[config.mk]
export PLATFORM = sky130hd
export DESIGN_NAME = pipelined_adder
export DESIGN_NICKNAME = d
export VERILOG_FILES = /design/src/rtl/pipelined_adder.sv
export SDC_FILE = /design/constraint.sdc
export NUM_CORES = 1
export LEC_CHECK = 0
export CORE_AREA = 10 10 138 140
export DETAILED_ROUTE_END_ITERATION = 7
export DIE_AREA = 0 0 148 150
export HOLD_SLACK_MARGIN = 0.05
export PLACE_DENSITY_LB_ADDON = 0.08
export SYNTH_ARGS = -nofsm -noshare
export SYNTH_HDL_FRONTEND = slang
export SYNTH_SLANG_ARGS = --single-unit
[constraint.sdc]
create_clock -name clk -period 3.1 [get_ports clk]
set_input_delay 0.62 -clock clk [delete_from_list [all_inputs] [get_ports clk]]
set_output_delay 0.62 -clock clk [all_outputs]
set_load 0.05 [all_outputs]
[src/rtl/pipelined_adder.sv]
// Pipelined ripple-carry adder: one SW-bit slice added per stage, carry registered between
// stages, valid/ready handshake with a single global advance enable.
module pipelined_adder #(
  parameter int unsigned WIDTH  = 32,
  parameter int unsigned STAGES = 4
) (
  input  logic             clk,
  input  logic             rst_n,
  input  logic             in_valid,
  output logic             in_ready,
  input  logic [WIDTH-1:0] a,
  input  logic [WIDTH-1:0] b,
  input  logic             cin,
  output logic             out_valid,
  input  logic             out_ready,
  output logic [WIDTH-1:0] sum,
  output logic             cout,
  output logic             ovf
);

  localparam int unsigned SW = (STAGES == 0) ? 1 : WIDTH / STAGES;

  if (WIDTH < 1 || STAGES < 1 || STAGES > WIDTH || (WIDTH % SW) != 0 || SW * STAGES != WIDTH)
  begin : g_param_check
    $error("pipelined_adder: WIDTH must be >= 1 and a multiple of STAGES (1..WIDTH)");
  end

  logic              adv;
  logic [STAGES-1:0] vld_q, vld_d;
  logic [STAGES-1:0] cy_q, cy_d, cy_in;
  logic              ovf_q, ovf_d;
  logic              msb_c;

  // acc holds finished sum slices below the current stage and untouched A slices above it;
  // bsk holds the B slices still waiting to be added (consumed slices are zeroed).
  logic [WIDTH-1:0]  acc_q [STAGES];
  logic [WIDTH-1:0]  acc_d [STAGES];
  logic [WIDTH-1:0]  bsk_q [STAGES];
  logic [WIDTH-1:0]  bsk_d [STAGES];
  logic [WIDTH-1:0]  op_a  [STAGES];
  logic [WIDTH-1:0]  op_b  [STAGES];
  logic [SW:0]       ssum  [STAGES];

  assign adv      = !vld_q[STAGES-1] || out_ready;
  assign in_ready = adv;

  always_comb begin
    vld_d = '0;
    cy_d  = '0;
    cy_in = '0;
    op_a  = '{default: '0};
    op_b  = '{default: '0};
    acc_d = '{default: '0};
    bsk_d = '{default: '0};
    ssum  = '{default: '0};

    vld_d[0] = in_valid && adv;
    cy_in[0] = cin;
    op_a[0]  = a;
    op_b[0]  = b;
    for (int k = 1; k < STAGES; k++) begin
      vld_d[k] = vld_q[k-1];
      cy_in[k] = cy_q[k-1];
      op_a[k]  = acc_q[k-1];
      op_b[k]  = bsk_q[k-1];
    end

    for (int k = 0; k < STAGES; k++) begin
      ssum[k] = {1'b0, op_a[k][k*SW +: SW]} + {1'b0, op_b[k][k*SW +: SW]}
              + {{SW{1'b0}}, cy_in[k]};
      cy_d[k]  = ssum[k][SW];
      acc_d[k] = op_a[k];
      acc_d[k][k*SW +: SW] = ssum[k][SW-1:0];
      bsk_d[k] = op_b[k];
      bsk_d[k][k*SW +: SW] = '0;
    end

    // Carry into the MSB recovered from the MSB's own sum bit.
    msb_c = op_a[STAGES-1][WIDTH-1] ^ op_b[STAGES-1][WIDTH-1] ^ ssum[STAGES-1][SW-1];
    ovf_d = cy_d[STAGES-1] ^ msb_c;
  end

  always_ff @(posedge clk or negedge rst_n) begin
    if (!rst_n) begin
      vld_q <= '0;
      cy_q  <= '0;
      ovf_q <= 1'b0;
      for (int k = 0; k < STAGES; k++) begin
        acc_q[k] <= '0;
        bsk_q[k] <= '0;
      end
    end else if (adv) begin
      vld_q <= vld_d;
      cy_q  <= cy_d;
      ovf_q <= ovf_d;
      for (int k = 0; k < STAGES; k++) begin
        acc_q[k] <= acc_d[k];
        bsk_q[k] <= bsk_d[k];
      end
    end
  end

  assign out_valid = vld_q[STAGES-1];
  assign sum       = acc_q[STAGES-1];
  assign cout      = cy_q[STAGES-1];
  assign ovf       = ovf_q;

endmodule

After elaboration in Yosys (flattened, before gate mapping)
Cells that the tools add are included.
Widths: inputs -> output; s select.
{"block": "word_totals", "regBits": 185, "latchBits": 0, "ramBits": 0, "rom_bits": 0, "inputBits": 69, "output_inout_bits": 36, "mem_count": 0}
{"block": "classes", "add_sub_neg": 8, "n_mul": 0, "div_mod_pow": 0, "order_cmp": 0, "n_eq_ne": 0, "shifts": 0, "n_mux": 0, "bitwise": 3, "reduce_logical": 3}
{"cell": "$add 8x8->9", "count": 4}
{"cell": "$add 9x1->9", "count": 4}
{"cell": "$xor 1x1->1", "count": 3}
{"cell": "$logic_and 1x1->1", "count": 1}
{"cell": "$logic_not 1->1", "count": 1}
{"cell": "$logic_or 1x1->1", "count": 1}

Longest topological paths before layout
{"block": "logic_depth", "depth_word": 4, "ltp_mapped": 7, "ltp_nobuf": 7}

Worst setup path after synthesis
OpenSTA, ideal clock, no wires.
{"block": "synth_path", "path_type": "register to register", "startpoint": "reg cy_q[1]", "endpoint": "reg cy_q[2]", "setup_time_ns": 0.125, "t_arrival_ns": 2.120, "slack_ns": 0.855, "path_stages_with_launch": 8, "cell_sequence": "dfrtp_1 -> fa_1 -> fa_1 -> a21o_1 -> a21o_1 -> a211oi_2 -> o21ai_1 -> mux2_2"}
{"block": "synth_via", "elab_chain_cells": 1}
{"item": "start: declaration", "line": "30", "text": "logic [STAGES-1:0] cy_q, cy_d, cy_in;"}
{"item": "start signal: assignment", "line": "94", "text": "cy_q <= cy_d;"}
{"item": "$add 9x1->9", "line": "70", "text": "+ {{SW{1'b0}}, cy_in[k]};"}
Every way passes these cells.
A chain may end at the register's enable or synchronous reset.

Worst setup path in the final report
Same ends and word-level chain as after synthesis.

==> summary.md <==
| Metric | Value |
|---|---|
| Register area | ~0.0046 mm² |
| Synth Cell Area | between 0.008 and 0.009 mm² |
| Ports | between 100 and 150 |
| Synth Instances | slightly above 900 |
| Distinct cell type count of the synthesized netlist | 46 |
| First-pass GRT wire length | 28.02 mm |
| Top_reg_cell synth | dfrtp_1 |
| Cts hold-fix bufs | 0 |
| Endpoint class of the critical path | flip-flop |
| DIE HEIGHT | around 150 µm |
| Post-cts sizing count | 0 |
| Layout area overhead | 19.08% |
| Slowest stage cell, crit path | fa_1 |
| Final Hold Fails | 0 |
| Min cycle time layout | around 2.3 ns |
| Mapped Nets | 1040 |
| Number of global-route vias before repair | between 5000 and 6000 |
| Post-synthesis simple-gate area fraction | 24.91% |
| Max-slew headroom | 54.14% |
| Via/cell ratio | 4.814 |
| Starting Density | between 50% and 60% |
| Hold Crit Class | in2async |
| Number of synthesized flops with an enable pin | 0 |
| Worst Path Arrival | 2.65 ns |
| Gr ovfl total | 0 |
| Leakage power | ~0.0051 µW |
| Final period utilization | approximately three quarters |
| Critical path buffers and inverters | 0 |
| TritonCTS Buffers | 17 |
| Hold_ws | around 0.23 ns |
| Post-synthesis async set-or-reset flop share | 100.0% |
| Routed via count | slightly below 6000 |
| Multiplexer share of the synthesized area | 0.7286% |
| Port buffer count | 104 |
| Sequential area share after synthesis | a little under three fifths |
| Slew Viols, Final | 0 |
| Die Width | around 150 µm |
| Final core utilization | approximately 61% |
| H-tree lvl count | 4 |
| Max-cap violations | 0 |
| Maximum clock path buffer count | 2 |
| ANT nets after route | 0 |
| Root Driver | clkbuf_16 |
| Crit path max-delay family | adder cells |
| Clock sink count | about 190 |
| Antenna violations before repair | 0 |
| Largest net degree at the start of global routing | approximately 110 |
| Commonest non-fill, non-tap cell in the layout | nand2_1 |
| Final Setup Violations | 0 |
| CP required | roughly 3.4 ns |
| Core area | between 0.015 and 0.02 mm² |
| Pre-antenna DRT Iters | 4 |
| Fmax | approximately 0.43 GHz |
| Ys Warns | 0 |
| DRC viols | 0 |
| Synthesized flop and latch total | about 190 |
| Post-synthesis compound-gate area fraction | between 6 and 7% |
| WL final | around 17 mm |
| Run status | finished clean |
| Worst setup SP type | flip-flop |
| Clk slew on worst S/H paths | roughly 0.07 ns |
| # nets final | 1101 |
| Multi-input logic area | between 0.003 and 0.004 mm² |
| Max Clock Skew | roughly 0.0072 ns |
| CP cell instances | fa_1, fa_1, a21o_1, a21o_1, a211oi_2, o21ai_1, mux2_2 |
| Routed WL per cell | 13.45 µm |
| Unrepaired setup endpoints after global routing | false |
| Share of layout cells above drive strength 1 | under 10% |
| Adder-cell share of the synthesized area | just over 6% |
| Final Wtd Congestion | about 0.77 |
| Total global-route track usage | between 10% and 20% |
| Post-Synth XOR/XNOR Area | ~1.9% |
| Crit-path max cell delay | approximately 0.47 ns |
| Worst Max-Slew Pin Slew | approximately 0.69 ns |
| Core Rows | 47 |
| Post-CTS setup buffer count | 0 |
| Skew-Pair Late Insertion Delay | ~0.42 ns |
| Mapped Avg Cell Area | approximately 9 µm² |
| FILL cells | 1548 |
| Worst reg2reg setup slack | around 0.75 ns |
| Setup CP Type | reg2reg |
| Initial DRC count | roughly 320 |
| CTS tree | built |
| Largest family of logic cells by synthesized area | simple AND/OR/NAND/NOR gates |
| DP Wirelength | 11.33 mm |
| Most frequent cells in the layout | 483 x nand2_1, 185 x dfrtp_1, 102 x clkdlybuf4s50_1 |
| Final TNS setup | 0 ns |
| Antenna Cells | 0 |
| Cell Pwr Density | approximately 1100 mW/mm² |
| Worst vdd ir | 0.0004904 V |
| Die area | roughly 0.022 mm² |
| Worst-path maximum fanout | 3 |
[final cells by class]
type	instances	share of cell area [%]
sequential	185	46.20
clock inverter	13	1.449
inverter	5	0.2373
timing repair buffer	116	11.55
tap	220	2.747
clock buffer	19	4.421
multi-input combinational	671	33.39
[worst paths after layout]
kind,depth (start not counted),endpoint,startpoint
min,1,acc_d[15],rst_n
max in group asynchronous,2,acc_d[67],rst_n
min in group clk,2,sum[12],sum[12]
max reg2reg,7,cy_q[2],cy_q[1]
min reg2reg,2,sum[12],sum[12]
max,7,cy_q[2],cy_q[1]
[layer usage]
| layer | GRT usage, % | share of wire [%] |
|---|---|---|
| met4 | 4.856 | 0.86 |
| met3 | 3.925 | 3.6 |
| met2 | 23.72 | 45 |
| met1 | 20.88 | 50 |
| met5 | 0 | 0 |
[metrics by stage]
stage | cell area (µm²) | total power, µW | setup slack (ns) | instances
after floorplan | 8414 | 7678 | 0.8551 | 935
after global placement | 9432 | 8586 | 0.3101 | 1197
after detailed placement | 9432 | 8703 | 0.3013 | 1197
after CTS | 10020 | 10880 | 0.7304 | 1229
after global routing | 10020 | 11620 | 0.6543 | 1229
final | 10020 | 10740 | 0.7524 | 1229
[power breakdown]
| part | switching, µW | internal, µW |
|---|---|---|
| clock network | 920 | 1220 |
| registers | 578 | 3470 |
| logic | 2800 | 1760 |
| total | 4300 | 6440 |
[synth_stat cells, types with 2 or more instances]
cell type  number  share of area (%)
a31oi_1         2               0.15
o21a_1          3               0.27
a21oi_1        28                1.7
inv_1           4               0.18
nor2_1         17               0.76
nor3_1          5               0.30
buf_2          24                1.4
a21o_1         12                1.1
dfrtp_1       185                 55
and3b_1         2               0.21
or3_1           2               0.15
o21bai_1        4               0.36
nand3_1         4               0.24
nand3b_1        2               0.18
o21ai_1         2               0.12
a221oi_1        4               0.42
o21ai_0        11               0.65
clkbuf_1       12               0.54
mux2i_1         5               0.59
o211ai_1        2               0.18
or4b_1          2               0.24
buf_4          32                2.9
fa_1            8                1.9
ha_1           28                4.2
nand2_1       483                 22
buf_1           6               0.27
xor2_1          5               0.52
a211o_1         2               0.21
nor3b_1        10               0.89
xnor2_1        13                1.4
[sequential cells by signal (all words and copies together) (netlist names)]
register / flops
acc_d: 72
sum: 32
acc_q: 24
bsk_d: 24
bsk_q: 24
cy_q: 4
vld_q: 4
ovf: 1
[logic make-up after synthesis]
kind of cell             Yosys count
adder cells (fa/ha/maj)           36
multiplexers                       6
XOR/XNOR                          18
AO/OA/AOI/OAI                     79
flip-flops                       185
buffers and inverters             79
AND/OR/NAND/NOR                  532
No activity file was read; power rests on OpenSTA's default activity.
